## config.mk

```make
export PLATFORM = sky130hd
export DESIGN_NAME = truth_table_sweeper
export DESIGN_NICKNAME = d
export VERILOG_FILES = /design/src/rtl/truth_table_sweeper.sv
export SDC_FILE = /design/constraint.sdc
export NUM_CORES = 1
export LEC_CHECK = 0
export CELL_PAD_IN_SITES_DETAIL_PLACEMENT = 0
export CELL_PAD_IN_SITES_GLOBAL_PLACEMENT = 1
export CORE_AREA = 2 2 46 48
export CTS_CLUSTER_DIAMETER = 200
export CTS_CLUSTER_SIZE = 16
export DETAILED_ROUTE_END_ITERATION = 6
export DIE_AREA = 0 0 48 50
export PLACE_DENSITY = 0.76
export SYNTH_ARGS = -nofsm -noshare
export SYNTH_HDL_FRONTEND = slang
export SYNTH_SLANG_ARGS = --single-unit
```

## constraint.sdc

```tcl
create_clock -name clk -period 2.8 [get_ports clk]
set_input_delay 0.56 -clock clk [delete_from_list [all_inputs] [get_ports clk]]
set_output_delay 0.56 -clock clk [all_outputs]
set_load 0.01 [all_outputs]
```

## src/rtl/truth_table_sweeper.sv

```systemverilog
// truth_table_sweeper: walks every input combination of an N-input boolean
// function in ascending order, streams each row over a valid/ready handshake
// and collects the results into a ROWS-bit table vector.
module truth_table_sweeper #(
  parameter  int N    = 2,
  localparam int ROWS = 2**N
) (
  input  logic            clk,
  input  logic            rst_n,
  input  logic            start,
  input  logic [2:0]      func,
  input  logic            abort,
  output logic            out_valid,
  input  logic            out_ready,
  output logic [N-1:0]    out_row,
  output logic            out_s,
  output logic [ROWS-1:0] table_vec,
  output logic            busy,
  output logic            done
);

  typedef enum logic [1:0] {
    S_IDLE,
    S_RUN,
    S_DONE
  } state_t;

  // The counter is one bit wider than the row index so the last row is
  // distinguishable from a wrapped counter.
  localparam logic [N:0] LAST_ROW = (N+1)'(ROWS - 1);
  localparam logic [N:0] ONE      = (N+1)'(1);

  state_t            r_state;
  state_t            w_next;
  logic [N:0]        r_cnt;
  logic [2:0]        r_func;
  logic [ROWS-1:0]   r_table;
  logic [N-1:0]      w_x;
  logic              w_a;
  logic              w_b;
  logic              w_s;
  logic              w_xfer;

  assign w_x    = r_cnt[N-1:0];
  assign w_a    = w_x[N-1];
  assign w_b    = w_x[0];
  assign w_xfer = (r_state == S_RUN) && out_ready && !abort;

  // Evaluate the latched function on the current row.
  always_comb begin
    w_s = 1'b0;
    case (r_func)
      3'd0:    w_s = &w_x;
      3'd1:    w_s = |w_x;
      3'd2:    w_s = ^w_x;
      3'd3:    w_s = ~^w_x;
      3'd4:    w_s = ~&w_x;
      3'd5:    w_s = ~|w_x;
      3'd6:    w_s = ~w_a & w_b;
      default: w_s = w_a | ~w_b;
    endcase
  end

  // Next-state and handshake-facing outputs; abort takes priority over a
  // row transfer, and row outputs are forced to zero outside RUN.
  always_comb begin
    w_next    = r_state;
    busy      = 1'b0;
    out_valid = 1'b0;
    done      = 1'b0;
    out_row   = '0;
    out_s     = 1'b0;
    case (r_state)
      S_IDLE: begin
        if (start) w_next = S_RUN;
      end
      S_RUN: begin
        busy      = 1'b1;
        out_valid = 1'b1;
        out_row   = w_x;
        out_s     = w_s;
        if (abort)
          w_next = S_IDLE;
        else if (out_ready && (r_cnt == LAST_ROW))
          w_next = S_DONE;
      end
      S_DONE: begin
        done   = 1'b1;
        w_next = S_IDLE;
      end
      default: w_next = S_IDLE;
    endcase
  end

  // State register.
  always_ff @(posedge clk or negedge rst_n) begin
    if (!rst_n) r_state <= S_IDLE;
    else        r_state <= w_next;
  end

  // Row counter, latched function and result table.
  always_ff @(posedge clk or negedge rst_n) begin
    if (!rst_n) begin
      r_cnt   <= '0;
      r_func  <= 3'd0;
      r_table <= '0;
    end else if ((r_state == S_IDLE) && start) begin
      r_cnt   <= '0;
      r_func  <= func;
      r_table <= '0;
    end else if (w_xfer) begin
      r_table[w_x] <= w_s;
      if (r_cnt != LAST_ROW) r_cnt <= r_cnt + ONE;
    end
  end

  assign table_vec = r_table;

endmodule
```

==> flow_summary_export.csv, run 1 <==
group,metric,value,unit
yosys,async_flop_share,100.0,%
yosys,synth.net_count,75,
floorplanning,die_x,48,µm
clocking,cts_made_buffers,3,
final_layout,nFillCells,189,
min_path,hold_path.class,"flop to flop",
run,drv_cap,0,
route,drtIter0Drc,9,
clocking,postCtsHoldBufs,0,
yosys,synthCells,62,
yosys,synth.top_cell.area_share,45.20,%
placed_design,routabilityCongestion,0.7530,
setup_path,worst_ep_arrival_time,1870,ps
timing,min_period,2429,ps
yosys,yosys_warnings,0,
pwr,p_per_area,646.3,mW/mm²
floorplanning,fp.coreArea,0.001902,mm²
placed_design,io_buffers,17,
yosys,synth_largest_area_cell,"dfrtp_1",
setup_path,timing_worst_setup_path_type,"flop to output port",
clocking,cts.root.buffer_cell,"clkbuf_4",
clocking,tritoncts,"yes",
final_layout,syn_to_final_growth,39.74,%
timing,drv_slew,0,
yosys,synth-main-ff-cell,"dfrtp_1",
global_route,grt_max_degree,13,
final_layout,fin_util,48.82,%
run_status,status,"finished clean",
clocking,cts_buffer_depth,2,
route,drc,0,
timing,worstMarginPinSlew,539.5,ps
setup_path,crit_chain,"buf_4, ha_2, nor2b_1, or4_1, o211ai_2, nor2b_1, dlymetal6s2s_1",
final_layout,drive_gt1_share,14.12,%
setup_path,crit_family,"simple AND/OR/NAND/NOR gates",
floorplanning,start_util,34.93,%
yosys,synth_edf_count,0,
setup_path,cp-start-kind,"flop",
global_route,grt_pass1_wl,2152,µm
route,routedWlPerCell,11.33,µm
final_layout,regArea,300.3,µm²
yosys,ys_seq_area_share,45.20,%
pwr,power.static_leakage,0.4094,nW
yosys,ys_types,23,
setup_path,worst_path_most_repeated_cell,"nor2b_1",
route,drt-pass1-iter-count,5,
pwr,peakVddDrop,0.0002124,V
placed_design,placed_cell_area,857.1,µm²
timing,hold_violations,0,
final_layout,final_area,928.4,µm²
setup_path,cp_num_buf_inv,2,
timing,timing.final.crit_share,86.75,%
global_route,gr-total-overflow,0,
global_route,grt_use_total,12.98,%
route,drt_wl_total,1269,µm
timing,fin_tns_setup,0,ps
yosys,synthesis.area,664.4,µm²
clocking,clk_latency,270,ps
clocking,numClockSinks,12,
global_route,grt_pass1_vias,497,
setup_path,critPathSlowestCell,"or4_1",
final_layout,n_antenna_cell,0,
floorplanning,dieHeight,50,µm
placed_design,dpl.hpwl,939.5,µm
yosys,synth-seq-cells,12,
setup_path,critPathMaxFanout,4,
floorplanning,die-area,0.002400,mm²
floorplanning,row_count,16,
yosys,synthTopCellsByArea,"dfrtp_1 (45%), ha_1 (9.4%), a311oi_1 (5.3%), nor2b_1 (4.7%), a21oi_1 (3.8%)",
timing,max_slew_margin,63.92,%
route,drtAntennaViolNets,0,
yosys,syn_avg_cell_area,10.72,µm²
clocking,clk_pin_slew,80,ps
final_layout,nNetsFinal,99,
route,vias_per_cell,4.688,
pwr,power,600.0,µW
setup_path,critPathMaxStageDelay,410,ps
clocking,htreeDepth,1,
yosys,synthMostInstantiatedCell,"dfrtp_1",
floorplanning,io_pins,18,
timing,clock.fmax,0.4117,GHz
global_route,antenna_found_initial,0,
timing,fin_skew,4.617,ps
setup_path,critPathCaptureType,"output port",
timing,rsz0062_at_grt,"false",
timing,setup_viol,0,
route,via_count,525,
setup_path,critPathRequiredTime,2240,ps
final_layout,multi_input_comb_area,329.1,µm²
[metal layers]
layer / global-route usage [%] / share of wire (%) / up-vias
met5: 0 / 0 / -
met4: 6.757 / 2.1 / 0
met3: 3.297 / 3.1 / 4
met2: 18.67 / 45 / 15
met1: 17.35 / 50 / 244
li1: - / - / 262
[registers in the layout, indices dropped and copies added (netlist names)]
register	count
r_state	2
table_vec	4
r_func	3
r_cnt	3
[area by class of cell]
class / count / area share, %
repair buffers: 22 / 22.64
multi-input cells: 42 / 35.44
well taps: 27 / 3.639
flip-flops and latches: 12 / 32.35
clock buffers: 4 / 3.908
inverters: 5 / 2.022
[worst reg2reg max path, cell delays in order, from the launching register on]
cell and delay, ps:
dfrtp_1 410, inv_1 80, ha_1 310, mux2i_1 170
xnor2_1 150, o211ai_2 120, buf_4 160, a311oi_1 280
[cells in the final DEF (no fill, tap or decap), types with 2 or more instances in the layout]
| cell | synthesis | routed |
|---|---|---|
| clkbuf_4 | 0 | 3 |
| nor2b_1 | 5 | 5 |
| nor2_1 | 5 | 5 |
| dfrtp_1 | 12 | 12 |
| a311oi_1 | 4 | 4 |
| and2_1 | 2 | 2 |
| buf_4 | 2 | 5 |
| xnor2_1 | 2 | 2 |
| inv_1 | 5 | 5 |
| mux2_1 | 2 | 2 |
| ha_1 | 5 | 4 |
| a21oi_1 | 5 | 5 |
| clkdlybuf4s50_1 | 0 | 16 |
| mux2i_1 | 2 | 2 |
[power by group]
part	internal [mW]	switching [mW]
clock network	0.0789	0.0556
logic	0.129	0.103
registers	0.206	0.0269
total	0.414	0.186
[path summary, 6_finish.rpt]
kind                                            endpoint            startpoint  depth (start not counted)  slack, ps
worst max-delay path                               out_s  r_cnt[1]$_DFFE_PN0P_                          7        370
worst max register to register  table_vec[2]$_DFFE_PN0P_  r_cnt[0]$_DFFE_PN0P_                          7       1030
max in group asynchronous         r_state[1]$_DFFE_PN0P_                 rst_n                          1       1800
min in group asynchronous           r_cnt[1]$_DFFE_PN0P_                 rst_n                          1        640
worst min register to register      r_cnt[2]$_DFFE_PN0P_  r_cnt[2]$_DFFE_PN0P_                          2        570
worst min-delay path                r_cnt[2]$_DFFE_PN0P_  r_cnt[2]$_DFFE_PN0P_                          2        570
[metrics by stage]
step / setup slack [ps] / hold slack (ps) / std cells
2_1_floorplan: 837.1 / 264.4 / 62
3_3_place_gp: 321.2 / 551.4 / 104
3_5_place_dp: 290.9 / 558.7 / 104
4_1_cts: 32.97 / 572.3 / 109
5_1_grt: 273.9 / 603.8 / 112
6_report: 371.0 / 570.4 / 112
[logic make-up (layout without fill, tap and decap cells)]
kind of cell	Yosys count	after routing	share of synthesized area, %
muxes	4	4	6.403
AOI/OAI and AO/OA	14	14	15.07
xor gates and xnor gates	2	2	2.637
DFF	12	12	45.20
adders and majority gates	5	5	9.416
and+or+nand+nor	17	17	15.63
buffers and inverters	8	31	5.649
[timing repair]
action                                  4_1_cts  5_1_grt
endpoints found under the setup margin        1        1
endpoints found under the hold margin         0        0
resized for setup                             1        1
pin swaps                                     0        1
setup buffers                                 1        3
(Power assumes the default switching activity.)
==> inputs of run 2 (changes only) <==
SKIP_LAST_GASP = 1   (was not set)
==> results of run 2 <==
Same layout as run 1: the final DEF is identical, and so are final timing and power.
